File: src/rtl/spi_pkg.sv
// Shared types and helpers for the SPI responder: FSM state encoding, default
// word width and SCLK edge classification by clock polarity.
package spi_pkg;

    localparam int SPI_DEFAULT_WIDTH = 8;

    typedef enum logic {
        IDLE   = 1'b0,
        ACTIVE = 1'b1
    } spi_state_t;

    // Leading edge is the transition away from the idle level CPOL.
    function automatic logic lead_edge(input bit cpol, input logic rise, input logic fall);
        return cpol ? fall : rise;
    endfunction

    function automatic logic trail_edge(input bit cpol, input logic rise, input logic fall);
        return cpol ? rise : fall;
    endfunction

endpackage

File: src/rtl/spi_sync.sv
// Multi-flop synchroniser for an asynchronous pin with rise/fall detection
// against one further registered copy of the synchronised level.
module spi_sync #(
    parameter int SYNC_STAGES = 2,
    parameter bit RESET_VAL   = 1'b0
) (
    input  logic clock,
    input  logic reset_n,
    input  logic i_async,
    output logic o_rise,
    output logic o_fall
);

    logic [SYNC_STAGES-1:0] r_chain;
    logic                   r_prev;
    logic                   w_sync;

    assign w_sync = r_chain[SYNC_STAGES-1];

    always_ff @(posedge clock or negedge reset_n) begin
        if (!reset_n) begin
            r_chain <= {SYNC_STAGES{RESET_VAL}};
            r_prev  <= RESET_VAL;
        end else begin
            r_chain <= {r_chain[SYNC_STAGES-2:0], i_async};
            r_prev  <= w_sync;
        end
    end

    assign o_rise = w_sync & ~r_prev;
    assign o_fall = ~w_sync & r_prev;

endmodule

File: src/rtl/spi_slave.sv
// SPI responder: oversamples SCLK/MOSI/SSB in the system clock domain, shifts
// words MSB first through one shared shifter, one-entry TX buffer, RX pulse.
//
// state  | meaning
// IDLE   | SSB high, MISO disabled, waiting for SSB fall
// ACTIVE | SSB low, sampling MOSI and driving MISO on SCLK edges
module spi_slave
    import spi_pkg::*;
#(
    parameter int DATA_WIDTH  = SPI_DEFAULT_WIDTH,
    parameter bit CPOL        = 1'b0,
    parameter bit CPHA        = 1'b0,
    parameter int SYNC_STAGES = 2
) (
    input  logic                  clock,
    input  logic                  reset_n,
    input  logic                  sclk,
    input  logic                  ssb,
    input  logic                  mosi,
    output logic                  miso,
    output logic                  miso_oe,
    input  logic [DATA_WIDTH-1:0] tx_data,
    input  logic                  tx_valid,
    output logic                  tx_ready,
    output logic [DATA_WIDTH-1:0] rx_data,
    output logic                  rx_valid,
    output logic                  tx_underrun
);

    localparam int CNT_W = $clog2(DATA_WIDTH + 1);
    localparam logic [CNT_W-1:0] LAST_BIT = CNT_W'(DATA_WIDTH - 1);

    logic w_sclk_rise, w_sclk_fall;
    logic w_ssb_rise, w_ssb_fall;
    logic w_mosi_s;
    logic w_lead, w_trail, w_sample, w_shift;
    logic [DATA_WIDTH-1:0] w_load_word;

    logic [SYNC_STAGES-1:0] r_mosi_sync;
    spi_state_t             r_state;
    logic [DATA_WIDTH-1:0]  r_shift;
    logic [CNT_W-1:0]       r_bit_cnt;
    logic [DATA_WIDTH-1:0]  r_tx_buf;
    logic                   r_tx_ready;
    logic [DATA_WIDTH-1:0]  r_rx_data;
    logic                   r_rx_valid;
    logic                   r_tx_underrun;
    logic                   r_miso;
    logic                   r_miso_oe;

    spi_sync #(.SYNC_STAGES(SYNC_STAGES), .RESET_VAL(CPOL)) u_sync_sclk (
        .clock   (clock),
        .reset_n (reset_n),
        .i_async (sclk),
        .o_rise  (w_sclk_rise),
        .o_fall  (w_sclk_fall)
    );

    spi_sync #(.SYNC_STAGES(SYNC_STAGES), .RESET_VAL(1'b1)) u_sync_ssb (
        .clock   (clock),
        .reset_n (reset_n),
        .i_async (ssb),
        .o_rise  (w_ssb_rise),
        .o_fall  (w_ssb_fall)
    );

    // MOSI needs only the level, delayed by the same depth as SCLK so the
    // sample edge and the data it samples stay aligned.
    always_ff @(posedge clock or negedge reset_n) begin
        if (!reset_n) begin
            r_mosi_sync <= '0;
        end else begin
            r_mosi_sync <= {r_mosi_sync[SYNC_STAGES-2:0], mosi};
        end
    end

    assign w_mosi_s = r_mosi_sync[SYNC_STAGES-1];

    assign w_lead   = lead_edge(CPOL, w_sclk_rise, w_sclk_fall);
    assign w_trail  = trail_edge(CPOL, w_sclk_rise, w_sclk_fall);
    assign w_sample = CPHA ? w_trail : w_lead;
    assign w_shift  = CPHA ? w_lead  : w_trail;

    assign w_load_word = r_tx_ready ? '0 : r_tx_buf;

    always_ff @(posedge clock or negedge reset_n) begin
        if (!reset_n) begin
            r_state       <= IDLE;
            r_shift       <= '0;
            r_bit_cnt     <= '0;
            r_tx_buf      <= '0;
            r_tx_ready    <= 1'b1;
            r_rx_data     <= '0;
            r_rx_valid    <= 1'b0;
            r_tx_underrun <= 1'b0;
            r_miso        <= 1'b0;
            r_miso_oe     <= 1'b0;
        end else begin
            r_rx_valid    <= 1'b0;
            r_tx_underrun <= 1'b0;

            if (tx_valid && r_tx_ready) begin
                r_tx_buf   <= tx_data;
                r_tx_ready <= 1'b0;
            end

            case (r_state)
                IDLE: begin
                    if (w_ssb_fall) begin
                        r_state   <= ACTIVE;
                        r_miso_oe <= 1'b1;
                        r_bit_cnt <= '0;
                        if (!CPHA) begin
                            r_shift       <= w_load_word;
                            r_miso        <= w_load_word[DATA_WIDTH-1];
                            r_tx_underrun <= r_tx_ready;
                            if (!r_tx_ready) r_tx_ready <= 1'b1;
                        end
                    end
                end

                ACTIVE: begin
                    if (w_ssb_rise) begin
                        r_state   <= IDLE;
                        r_miso_oe <= 1'b0;
                        r_bit_cnt <= '0;
                    end else if (w_sample) begin
                        r_shift <= {r_shift[DATA_WIDTH-2:0], w_mosi_s};
                        if (r_bit_cnt == LAST_BIT) begin
                            r_rx_data  <= {r_shift[DATA_WIDTH-2:0], w_mosi_s};
                            r_rx_valid <= 1'b1;
                            r_bit_cnt  <= '0;
                        end else begin
                            r_bit_cnt <= r_bit_cnt + CNT_W'(1);
                        end
                    end else if (w_shift) begin
                        // A shift edge seen with the counter at zero opens a new
                        // word: the first leading edge (CPHA=1) or the trailing
                        // edge right after a completed word (CPHA=0).
                        if (r_bit_cnt == '0) begin
                            r_shift       <= w_load_word;
                            r_miso        <= w_load_word[DATA_WIDTH-1];
                            r_tx_underrun <= r_tx_ready;
                            if (!r_tx_ready) r_tx_ready <= 1'b1;
                        end else begin
                            r_miso <= r_shift[DATA_WIDTH-1];
                        end
                    end
                end

                default: r_state <= IDLE;
            endcase
        end
    end

    assign miso        = r_miso;
    assign miso_oe     = r_miso_oe;
    assign tx_ready    = r_tx_ready;
    assign rx_data     = r_rx_data;
    assign rx_valid    = r_rx_valid;
    assign tx_underrun = r_tx_underrun;

endmodule

File: config.mk
export PLATFORM = sky130hd
export DESIGN_NAME = spi_slave
export DESIGN_NICKNAME = d
export VERILOG_FILES = /design/src/rtl/spi_pkg.sv /design/src/rtl/spi_sync.sv /design/src/rtl/spi_slave.sv
export SDC_FILE = /design/constraint.sdc
export NUM_CORES = 1
export LEC_CHECK = 0
export CAP_MARGIN = 20
export CORE_MARGIN = 4
export CORE_UTILIZATION = 45
export DETAILED_ROUTE_END_ITERATION = 16
export PLACE_DENSITY = 0.68
export SLEW_MARGIN = 20
export SYNTH_ARGS = -nofsm -noshare
export SYNTH_HDL_FRONTEND = slang
export SYNTH_HIERARCHICAL = 1
export SYNTH_SLANG_ARGS = --single-unit
File: constraint.sdc
create_clock -name clock -period 2.14 [get_ports clock]
set_input_delay 0.214 -clock clock [delete_from_list [all_inputs] [get_ports clock]]
set_output_delay 0.214 -clock clock [all_outputs]
set_load 0.03 [all_outputs]
# After elaboration in Yosys (flattened, before gate mapping)
# Index checks and enable logic that the tools add are counted.
[op_classes]
addsub = 1
eq_ne = 9
mux = 42
n_bitwise = 10
reduce_logical = 7
[op_table]
columns = ["operator", "n"]
rows = [
  ["$mux W8", 6],
  ["$mux W1", 25],
  ["$mux W4", 4],
  ["$pmux W8 S2", 1],
  ["$reduce_and A4 Y1", 3],
  ["$pmux W1 S2", 5],
  ["$ne A3 B1 Y1 const B", 3],
  ["$pmux W4 S2", 1],
  ["$ne A2 B1 Y1 const B", 3],
  ["$not A1 Y1", 6],
  ["$add A4 B1 Y4 const B", 1],
  ["$and A1 B1 Y1", 4],
  ["$eq A4 B3 Y1 const B", 1],
  ["$logic_not A4 Y1", 1],
  ["$ne A2 B2 Y1 const B", 2],
  ["$reduce_and A2 Y1", 2],
  ["$logic_and A1 B1 Y1", 1],
]
[word_totals]
reg_bits = 42
out_inout_bits = 13

# Longest topological paths before layout
# Gate-level depths: netlist of the first run.
[logic_depth]
depth_word = 8
ltp_mapped = 5

# Modules after synthesis
# Netlist of the first run, hierarchy kept.
[modules_own_cells]
columns = ["module", "n_inst", "cells_per_inst", "area_per_inst_um2", "seq_area_each_um2"]
rows = [
  ["spi_slave", 1, 122, 1636.6, 902.1],
  ["spi_sync (u_sync_ssb)", 1, 5, 93.8, 78.8],
  ["spi_sync (u_sync_sclk)", 1, 5, 90.1, 75.1],
]

# Worst setup path before layout of the first run
# Ideal clock, no wire load.
[synth_timing]
path_kind = "register to register"
startpoint = "register r_bit_cnt[1]"
endpoint = "register r_shift[0]"
setup_time_ps = 125
arrival_ps = 1649
t_required_ps = 2015
setup_slack_ps = 367
path_stages_with_launch = 6
n_path_buf = 0
cell_sequence = "dfrtp_1 inv_1 ha_1 or3b_4 o221ai_4 mux2_2"
[synth_via]
elab_chain_cells = 3
[synth_lines]
columns = ["item", "line_no", "source"]
rows = [
  ["from (decl)", "spi_slave.sv:42", "logic [CNT_W-1:0] r_bit_cnt;"],
  ["from (signal assigned)", "spi_slave.sv:134", "r_bit_cnt <= r_bit_cnt + CNT_W'(1);"],
  ["$logic_not A4 Y1", "spi_slave.sv:140", "if (r_bit_cnt == '0) begin"],
  ["$ne A3 B1 Y1 (no source line)", "-", ""],
  ["$reduce_and A4 Y1 (no source line)", "-", ""],
  ["to (signal assigned)", "spi_slave.sv:114", "r_shift <= w_load_word;"],
  ["to (signal assigned)", "spi_slave.sv:128", "r_shift <= {r_shift[DATA_WIDTH-2:0], w_mosi_s};"],
  ["to (signal assigned)", "spi_slave.sv:141", "r_shift <= w_load_word;"],
  ["to (decl)", "spi_slave.sv:41", "logic [DATA_WIDTH-1:0] r_shift;"],
]
# No other way between the ends.
# A chain may end at the register's enable or synchronous reset.

# Worst setup path in the final report of the first run
[layout_timing]
startpoint = "register r_bit_cnt[1]"
endpoint = "register r_shift[2]"
# The elaborated chain is that of the path after synthesis.

==> metrics.txt, run 1 <==
Finished Core Util=0.590; Final Slew Violations=0; slowest CP cell=or3b_4; arrival time worst endpoint=2090 ps; RSZ-0062 raised after global routing=no; GP Congestion=0.765; worst hold path type=in2async; Yosys cell types=34; post-detailed-route wirelength per cell=14.4 um; Clock transition at path regs=80 ps; hold_ws=47.3 ps; core area=3770 um^2; switching power=0.645 mW; Clk Latency, worst-skew pair=290 ps; clock skew=5.58 ps; share of cells above drive strength 1=0.282; post-synth net total=148; Iter 0 DRT Violations=17; cells along the critical path=inv_1 > ha_1 > or3b_4 > o221ai_4 > mux2_2; initial antenna violation count=0; final wirelength=3040 um; H-Tree Depth=2; ANT cells=0; Max-Cap Viols=0; CP endpoint kind=flop; fmax=521 MHz; synthesis warning total=6; final hold vios=0; Critical Path RT=2310 ps; post-route antenna net violation count=0; Final Instance Area=2230 um^2; Flop pwr share=0.485; Yosys reg bits=42; Slew @ Worst Pin=902 ps; routed via count=1079; number of buffers added on ports=26; I/O Pins=27; post-cts resize count=0; reg-to-reg setup timing slack=220 ps; Die X=71.6 um; CTS tree=done; clk sinks=42; clk buf depth=2; num rows=22; initial core utilization=0.483; full die area=5130 um^2; Final Cycle Share=0.897; Critical Path Fanout Max=8; Setup-failing EPs final=0; top cells by area, synth=dfrtp_1 52%, mux2_2 16%, dfstp_2 5.8%; Setup TNS=0 ps; vias in the first global route=1079; placed cell count=203; layout net count=178; Pre-Repair DR Iteration Count=4; Hold Buf Count CTS=0; CP Class=reg2reg; FFs w/ async S/R, synth=1.00; synth-to-layout area growth=22.3%; syn avg cell area=13.8 um^2; Placed Area=2120 um^2; grt total ovfl=0; total track usage=0.131; Finished Layout Cells=211; max incr delay on CP=420 ps; Switching Fraction=0.277; Leakage Power=0.992 nW; largest net degree at the start of global routing=43; register area share after synthesis=0.580; status=complete, no violations; global-route wire length before repair=5170 um; combinational share of power=0.259; cell area after synthesis=1820 um^2; synthesized instance count=132; Yosys top cell area share=0.522; critical path launch point type=flop; dpl hpwl=2180 um; internal power=1.68 mW; Top FF cell, synth=dfrtp_1; CTS buffer count=5; Post-CTS Setup Inserts=0; # DRC=0; clock power share=0.257; Rel. slew slack=0.399; Post-synth EDFFs=0; P per Cell Area=1050 nW/um^2; Root Driver=clkbuf_8; area leader, netlist=dfrtp_1; Vias/cell=5.11; peak supply drop=0.521 mV; die height=71.6 um; min cycle time layout=1920 ps
## cells in the final DEF, fill, tap and decap left out, drive strengths merged, types with 3 or more instances in the layout
cell,n
inv,6
nand3,3
o21ai,4
clkbuf,7
buf,3
nor2b,8
nand2,5
mux2i,7
dfrtp,38
clkdlybuf4s50,25
nand2b,4
mux2,26
dfstp,4
## synthesized netlist by cell type (all sizes together) (3+ instances only)
library cell / count
inv: 6
nand2: 5
o21ai: 4
nor2b: 8
nand2b: 4
mux2: 26
mux2i: 7
nand3: 3
dfstp: 4
buf: 3
dfrtp: 38
## cells by family (layout without fill, tap and decap cells)
| kind of cell | count (synthesis) | count (layout) | synth area share |
|---|---|---|---|
| flip-flops | 42 | 42 | 0.580 |
| multiplexers | 33 | 33 | 0.199 |
| AND/OR/NAND/NOR | 30 | 30 | 0.111 |
| AO/OA/AOI/OAI | 12 | 12 | 0.0571 |
| adder cells (fa/ha/maj) | 2 | 2 | 0.0137 |
| buffers and inverters | 11 | 42 | 0.0295 |
| XOR/XNOR | 2 | 2 | 0.00962 |
## layout make-up
| type | instances | area (um^2) |
|---|---|---|
| clock buffer | 7 | 76.3 |
| inverter | 6 | 22.5 |
| tap | 48 | 60.1 |
| sequential | 42 | 1060 |
| clock inverter | 1 | 30.0 |
| multi-input combinational | 79 | 711 |
| fill | 292 | 1550 |
| timing repair buffer | 28 | 270 |
## path summary, 6_finish.rpt
| path | start | cells past startpoint | endpoint |
|---|---|---|---|
| max | r_bit_cnt[1] | 5 | r_shift[2] |
| min | reset_n | 1 | u_sync_sclk/r_chain[0] |
| max reg2reg | r_bit_cnt[1] | 5 | r_shift[2] |
| min reg2reg | r_mosi_sync[0] | 0 | r_mosi_sync[1] |
| max in group asynchronous | reset_n | 1 | r_shift[0] |
| min in group clock | ssb | 1 | u_sync_ssb/r_chain[0] |
## critical path: cells and delay by family (launching register included)
kind	cells	cell delay [ps]
simple gates	1	420
flops	1	410
mux	1	380
compound gates	1	350
fa+ha+maj	1	160
buf+inv	1	90
## metal layers
layer / up-vias / GRT usage / routed length (um)
met4: 0 / 0.0564 / 48
li1: 517 / - / -
met5: - / 0 / 0
met3: 5 / 0.0449 / 123
met1: 534 / 0.179 / 1480
met2: 23 / 0.190 / 1390
## power groups by stage
stage                     Combinational [mW]  Sequential [mW]  Clock [mW]
after floorplan                        0.431             1.13           0
after global placement                 0.588             1.13           0
after detailed placement               0.607             1.14           0
after CTS                              0.612             1.13       0.612
after global routing                   0.671             1.16       0.650
final                                  0.602             1.13       0.598
## sequential cells by signal, summed over array words and instances, names as in the netlist, 2 cells and up
name,count
r_bit_cnt,4
r_mosi_sync,2
r_shift,8
r_tx_buf,8
rx_data,8
u_sync_sclk/r_chain,2
u_sync_ssb/r_chain,2
## metrics by stage
step                      power [mW]  setup slack [ps]
final                           2.33               220
after CTS                       2.35               212
after global placement          1.72               293
after detailed placement        1.75               235
after floorplan                 1.56               367
after global routing            2.48               122
(Power assumes the default switching activity.)
==> inputs of run 2 (changes only) <==
--- a/config.mk
+++ b/config.mk
@@ -6,11 +6,12 @@
 export NUM_CORES = 1
 export LEC_CHECK = 0
 export CAP_MARGIN = 20
+export CORE_ASPECT_RATIO = 0.7
 export CORE_MARGIN = 4
 export CORE_UTILIZATION = 45
 export DETAILED_ROUTE_END_ITERATION = 16
 export PLACE_DENSITY = 0.68
-export SLEW_MARGIN = 20
+export SLEW_MARGIN = 30
 export SYNTH_ARGS = -nofsm -noshare
 export SYNTH_HDL_FRONTEND = slang
 export SYNTH_HIERARCHICAL = 1
==> run 2 against run 1 <==
Net effect: sequential share of layout area fell by 0.21 points; highest routed layer unchanged; non-clock buffer count up 2; largest cell class unchanged; wire length grew 7.1%; critical endpoint unchanged; critical path type unchanged; global-route usage up 0.58 points.
==> metrics.txt, run 2 (same netlist as run 1, synthesis figures left out) <==
status=complete, no violations; Die X=84.0 um (+17%); min cycle time layout=1900 ps (-22.1 ps); Max-Cap Viols=0 (unchanged); P per Cell Area=1010 nW/um^2 (-2.9%); Critical Path RT=2320 ps (about the same); I/O Pins=27 (unchanged); H-Tree Depth=2 (unchanged); post-cts resize count=0 (unchanged); clk buf depth=2 (unchanged); clk sinks=42 (unchanged); fmax=527 MHz (+1.2%); Rel. slew slack=0.648 (+0.249); Crit path max-delay family=flip-flops; arrival time worst endpoint=2080 ps (about the same); ANT cells=0 (unchanged); Slew @ Worst Pin=528 ps (-374 ps); most common cell after layout, fill and taps aside=dfrtp_1; Setup TNS=0 ps (unchanged); vias in the first global route=1127 (+4.4%); # DRC=0 (unchanged); WP buf/inv=1 (unchanged); Clock transition at path regs=80 ps (about the same); share of cells above drive strength 1=0.291 (+0.00870); Critical Path Fanout Max=8 (unchanged); initial antenna violation count=0 (unchanged); peak supply drop=0.762 mV (+46%); initial core utilization=0.467 (-0.0158); hold_ws=321 ps (+274 ps); Vias/cell=4.97 (-2.8%); Leakage Power=0.998 nW (+0.60%); core area=3900 um^2 (+3.4%); synth-to-layout area growth=22.8%; layout net count=180 (+1.1%); Final Slew Violations=0 (unchanged); Clk Latency, worst-skew pair=290 ps (about the same); post-detailed-route wirelength per cell=15.0 um (+4.1%); total track usage=0.137 (+0.00583); Iter 0 DRT Violations=80 (+63); Setup-failing EPs final=0 (unchanged); final hold vios=0 (unchanged); Root Driver=clkbuf_8; global-route wire length before repair=5420 um (+4.9%); num rows=19 (-14%); routed via count=1079 (unchanged); number of buffers added on ports=26 (unchanged); critical path launch point type=flop; grt total ovfl=0 (unchanged); max incr delay on CP=420 ps (about the same); CP endpoint kind=flop; post-route antenna net violation count=0 (unchanged); cells along the critical path=inv_1 > ha_1 > or3b_4 > o221ai_4 > mux2_2; full die area=5140 um^2 (+0.31%); slowest CP cell=dfrtp_1; CP Class=reg2reg; clock skew=6.43 ps (+0.847 ps); most frequent cells in the layout=38 x dfrtp_1, 26 x mux2_2, 25 x clkdlybuf4s50_1; worst hold path type=in2reg; die height=61.2 um (-15%); CTS buffer count=5 (unchanged); final wirelength=3260 um (+7.1%); Pre-Repair DR Iteration Count=4 (unchanged); dpl hpwl=2320 um (+6.5%); RSZ-0062 raised after global routing=no; Final Cycle Share=0.887 (-0.0103); largest net degree at the start of global routing=43 (unchanged); CTS tree=done; GP Congestion=0.831 (+8.6%)
==> run 2: changes by cell type in the layout (fill, tap and decap cells not counted) <==
cell | before | now
buf_4 | 2 | 4
clkbuf_1 | 2 | 1
buf_2 | 1 | 0
dlygate4sd3_1 | 0 | 1
bufinv_16 | 1 | 0
clkbuf_8 | 5 | 6
clkinv_2 | 0 | 1
==> run 2: repair_timing <==
item,CTS,global route
buffers inserted,0,0
hold endpoints to repair,0,38
hold buffers,0,1
==> run 2: final cells by class <==
type                       instances  area [um^2]
clock buffer                       7         86.3
clock inverter                     1         5.00
fill                             334         1660
inverter                           6         22.5
multi-input combinational         79          711
sequential                        42         1060
tap                               52         65.1
timing repair buffer              30          290
==> run 2: path summary, 6_finish.rpt <==
kind	from	endpoint	slack [ps]	cells after the start
max	r_bit_cnt[1]	r_shift[2]	240	5
min	ssb	u_sync_ssb/r_chain[0]	320	1
max reg2reg	r_bit_cnt[1]	r_shift[2]	240	5
min reg2reg	r_mosi_sync[0]	r_mosi_sync[1]	350	0
max in group asynchronous	reset_n	u_sync_ssb/r_prev	1320	2
min in group asynchronous	reset_n	rx_data[3]	440	2
==> run 2: power breakdown <==
group / internal (mW) / switching (mW)
registers: 0.990 / 0.143
clock network: 0.260 / 0.261
logic: 0.345 / 0.271
total: 1.59 / 0.674
==> run 2: metrics by stage <==
stage	power [mW]	instances	util	setup WS (ps)	area, um^2
final	2.27	217	0.573	242	2240
after global routing	2.40	217	0.573	149	2240
after CTS	2.29	216	0.570	223	2220
after detailed placement	1.77	208	0.547	243	2130
after global placement	1.74	208	0.547	303	2130
after floorplan	1.56	132	-	367	1820
==> run 2: layer usage <==
metal | wire length [um] | global-route usage | up-vias
met3 | 136 | 0.0441 | 6
met2 | 1400 | 0.206 | 24
met5 | 0 | 0 | -
li1 | - | - | 518
met1 | 1660 | 0.190 | 531
met4 | 55 | 0.0482 | 0
==> run 2: worst register-to-register path, stage by stage, from the launching register on <==
cell	delay, ps
dfrtp_1	420
inv_1	90
ha_1	140
or3b_4	410
o221ai_4	360
mux2_2	380
==> inputs of run 3 (changes only) <==
--- a/config.mk
+++ b/config.mk
@@ -10,6 +10,7 @@
 export CORE_MARGIN = 4
 export CORE_UTILIZATION = 45
 export DETAILED_ROUTE_END_ITERATION = 16
+export MAX_ROUTING_LAYER = met4
 export PLACE_DENSITY = 0.68
 export SLEW_MARGIN = 30
 export SYNTH_ARGS = -nofsm -noshare
==> run 3 against run 2 <==
Net effect: clock-buffer cell count unchanged; global-route usage is 0.43 points higher; power hardly changed; non-clock buffer count stayed put; sequential power barely moved; highest routed layer unchanged; critical endpoint unchanged; clock skew shrank 0.99 ps.
==> metrics.txt, run 3 (same netlist as run 1, synthesis figures left out) <==
most frequent cells in the layout=38 x dfrtp_1, 26 x mux2_2, 25 x clkdlybuf4s50_1; status=complete, no violations; Critical Path RT=2320 ps (about the same); Leakage Power=0.998 nW (unchanged); Final Slew Violations=0 (unchanged); worst hold path type=in2reg; final wirelength=3260 um (+0.15%); Clk Latency, worst-skew pair=290 ps (about the same); Placed Area=2130 um^2 (unchanged); initial core utilization=0.467 (unchanged); H-Tree Depth=2 (unchanged); post-cts resize count=0 (unchanged); initial antenna violation count=0 (unchanged); Root Driver=clkbuf_8; routed via count=1085 (+0.56%); ANT cells=0 (unchanged); full die area=5140 um^2 (unchanged); Flop pwr share=0.499 (about the same); Rel. slew slack=0.642 (-0.00604); CTS buffer count=5 (unchanged); reg-to-reg setup timing slack=240 ps (about the same); combinational share of power=0.272 (about the same); core area=3900 um^2 (unchanged); Final Instance Area=2240 um^2 (unchanged); vias in the first global route=1135 (+0.71%); RR Startpoint=r_bit_cnt[1]; clk sinks=42 (unchanged); Critical Path Start=r_bit_cnt[1]; Vias/cell=5.00 (+0.56%); # DRC=0 (unchanged); I/O Pins=27 (unchanged); min-delay src=ssb; synth-to-layout area growth=22.8% (unchanged); fmax=527 MHz (about the same); Max-Cap Viols=0 (unchanged); Post-Place Setup Slack=243 ps (unchanged); die height=61.2 um (unchanged); total track usage=0.141 (+0.00433); Setup WS post-layout=241 ps (-1.05 ps); number of buffers added on ports=26 (unchanged); switching power=0.673 mW (-0.19%); peak supply drop=0.762 mV (about the same); clk buf depth=2 (unchanged); RSZ-0062 raised after global routing=no; Slew @ Worst Pin=537 ps (+9.06 ps); critical path launch point type=flop; Clock transition at path regs=80 ps (about the same); largest net degree at the start of global routing=43 (unchanged); CP Class=reg2reg; Die X=84.0 um (unchanged); Post-CTS Setup Inserts=0 (unchanged); dpl hpwl=2320 um (unchanged); post-detailed-route wirelength per cell=15.0 um (+0.15%); global-route wire length before repair=5420 um (-0.13%); clock skew=5.44 ps (-0.986 ps); layout net count=180 (unchanged); Setup-failing EPs final=0 (unchanged); CTS tree=done; min cycle time layout=1900 ps (+1.05 ps); Critical Path Fanout Max=8 (unchanged); num rows=19 (unchanged); internal power=1.59 mW (about the same); CP endpoint kind=flop; Pre-Repair DR Iteration Count=4 (unchanged); Final Cycle Share=0.887 (about the same); final hold vios=0 (unchanged); Fillers=334 (unchanged); Switching Fraction=0.297 (-0.000385); most common cell after layout, fill and taps aside=dfrtp_1; Setup TNS=0 ps (unchanged); GP Congestion=0.843 (+1.5%); Iter 0 DRT Violations=67 (-16%); P per Cell Area=1010 nW/um^2 (about the same); Finished Core Util=0.573 (unchanged); clock power share=0.229 (about the same); grt total ovfl=0 (unchanged); share of cells above drive strength 1=0.291 (unchanged); post-route antenna net violation count=0 (unchanged); arrival time worst endpoint=2080 ps (about the same)
[run 3: cell counts in the layout (fill, tap and decap cells not counted)]
Identical to the previous run, type by type.
[run 3: final timing paths]
check	endpoint	depth (start not counted)
max	r_shift[2]	5
min reg2reg	r_mosi_sync[1]	0
max in group asynchronous	u_sync_ssb/r_prev	2
min	u_sync_ssb/r_chain[0]	1
min in group asynchronous	rx_data[3]	2
max reg2reg	r_shift[2]	5
[run 3: critical path, stage by stage (launching register included)]
cell	delay [ps]
dfrtp_1	420
inv_1	90
ha_1	140
or3b_4	410
o221ai_4	350
mux2_2	380
[run 3: through the flow]
stage	hold WS (ps)	power, mW	std cells
after floorplan	-81.6	1.56	132
after global placement	334	1.74	208
after detailed placement	337	1.77	208
after CTS	93.4	2.29	216
after global routing	316	2.40	217
final	321	2.27	217
[run 3: area by class of cell]
type,instances,area [um^2],area share
Inverter,6,22.5,0.0101
Clock inverter,1,5.00,0.00224
Multi-Input combinational cell,79,711,0.318
Tap cell,52,65.1,0.0291
Timing Repair Buffer,30,290,0.130
Sequential cell,42,1060,0.472
Clock buffer,7,86.3,0.0386
[run 3: layer usage]
metal / vias to the layer above / part of all wire / track usage
met5: - / 0 / -
met4: 0 / 0.017 / 0.0482
met3: 6 / 0.040 / 0.0428
met2: 24 / 0.44 / 0.208
met1: 537 / 0.51 / 0.188
li1: 518 / - / -
[run 3: timing repair]
action,4_1_cts,5_1_grt
hold buffers,0,1
setup endpoints to repair,0,0
hold endpoints to repair,0,38
[run 3: power groups by stage]
stage / clock network, mW / logic, mW / registers [mW]
2_1_floorplan: 0 / 0.431 / 1.13
5_1_grt: 0.566 / 0.673 / 1.16
4_1_cts: 0.532 / 0.625 / 1.13
3_3_place_gp: 0 / 0.602 / 1.13
6_report: 0.520 / 0.616 / 1.13
3_5_place_dp: 0 / 0.620 / 1.15
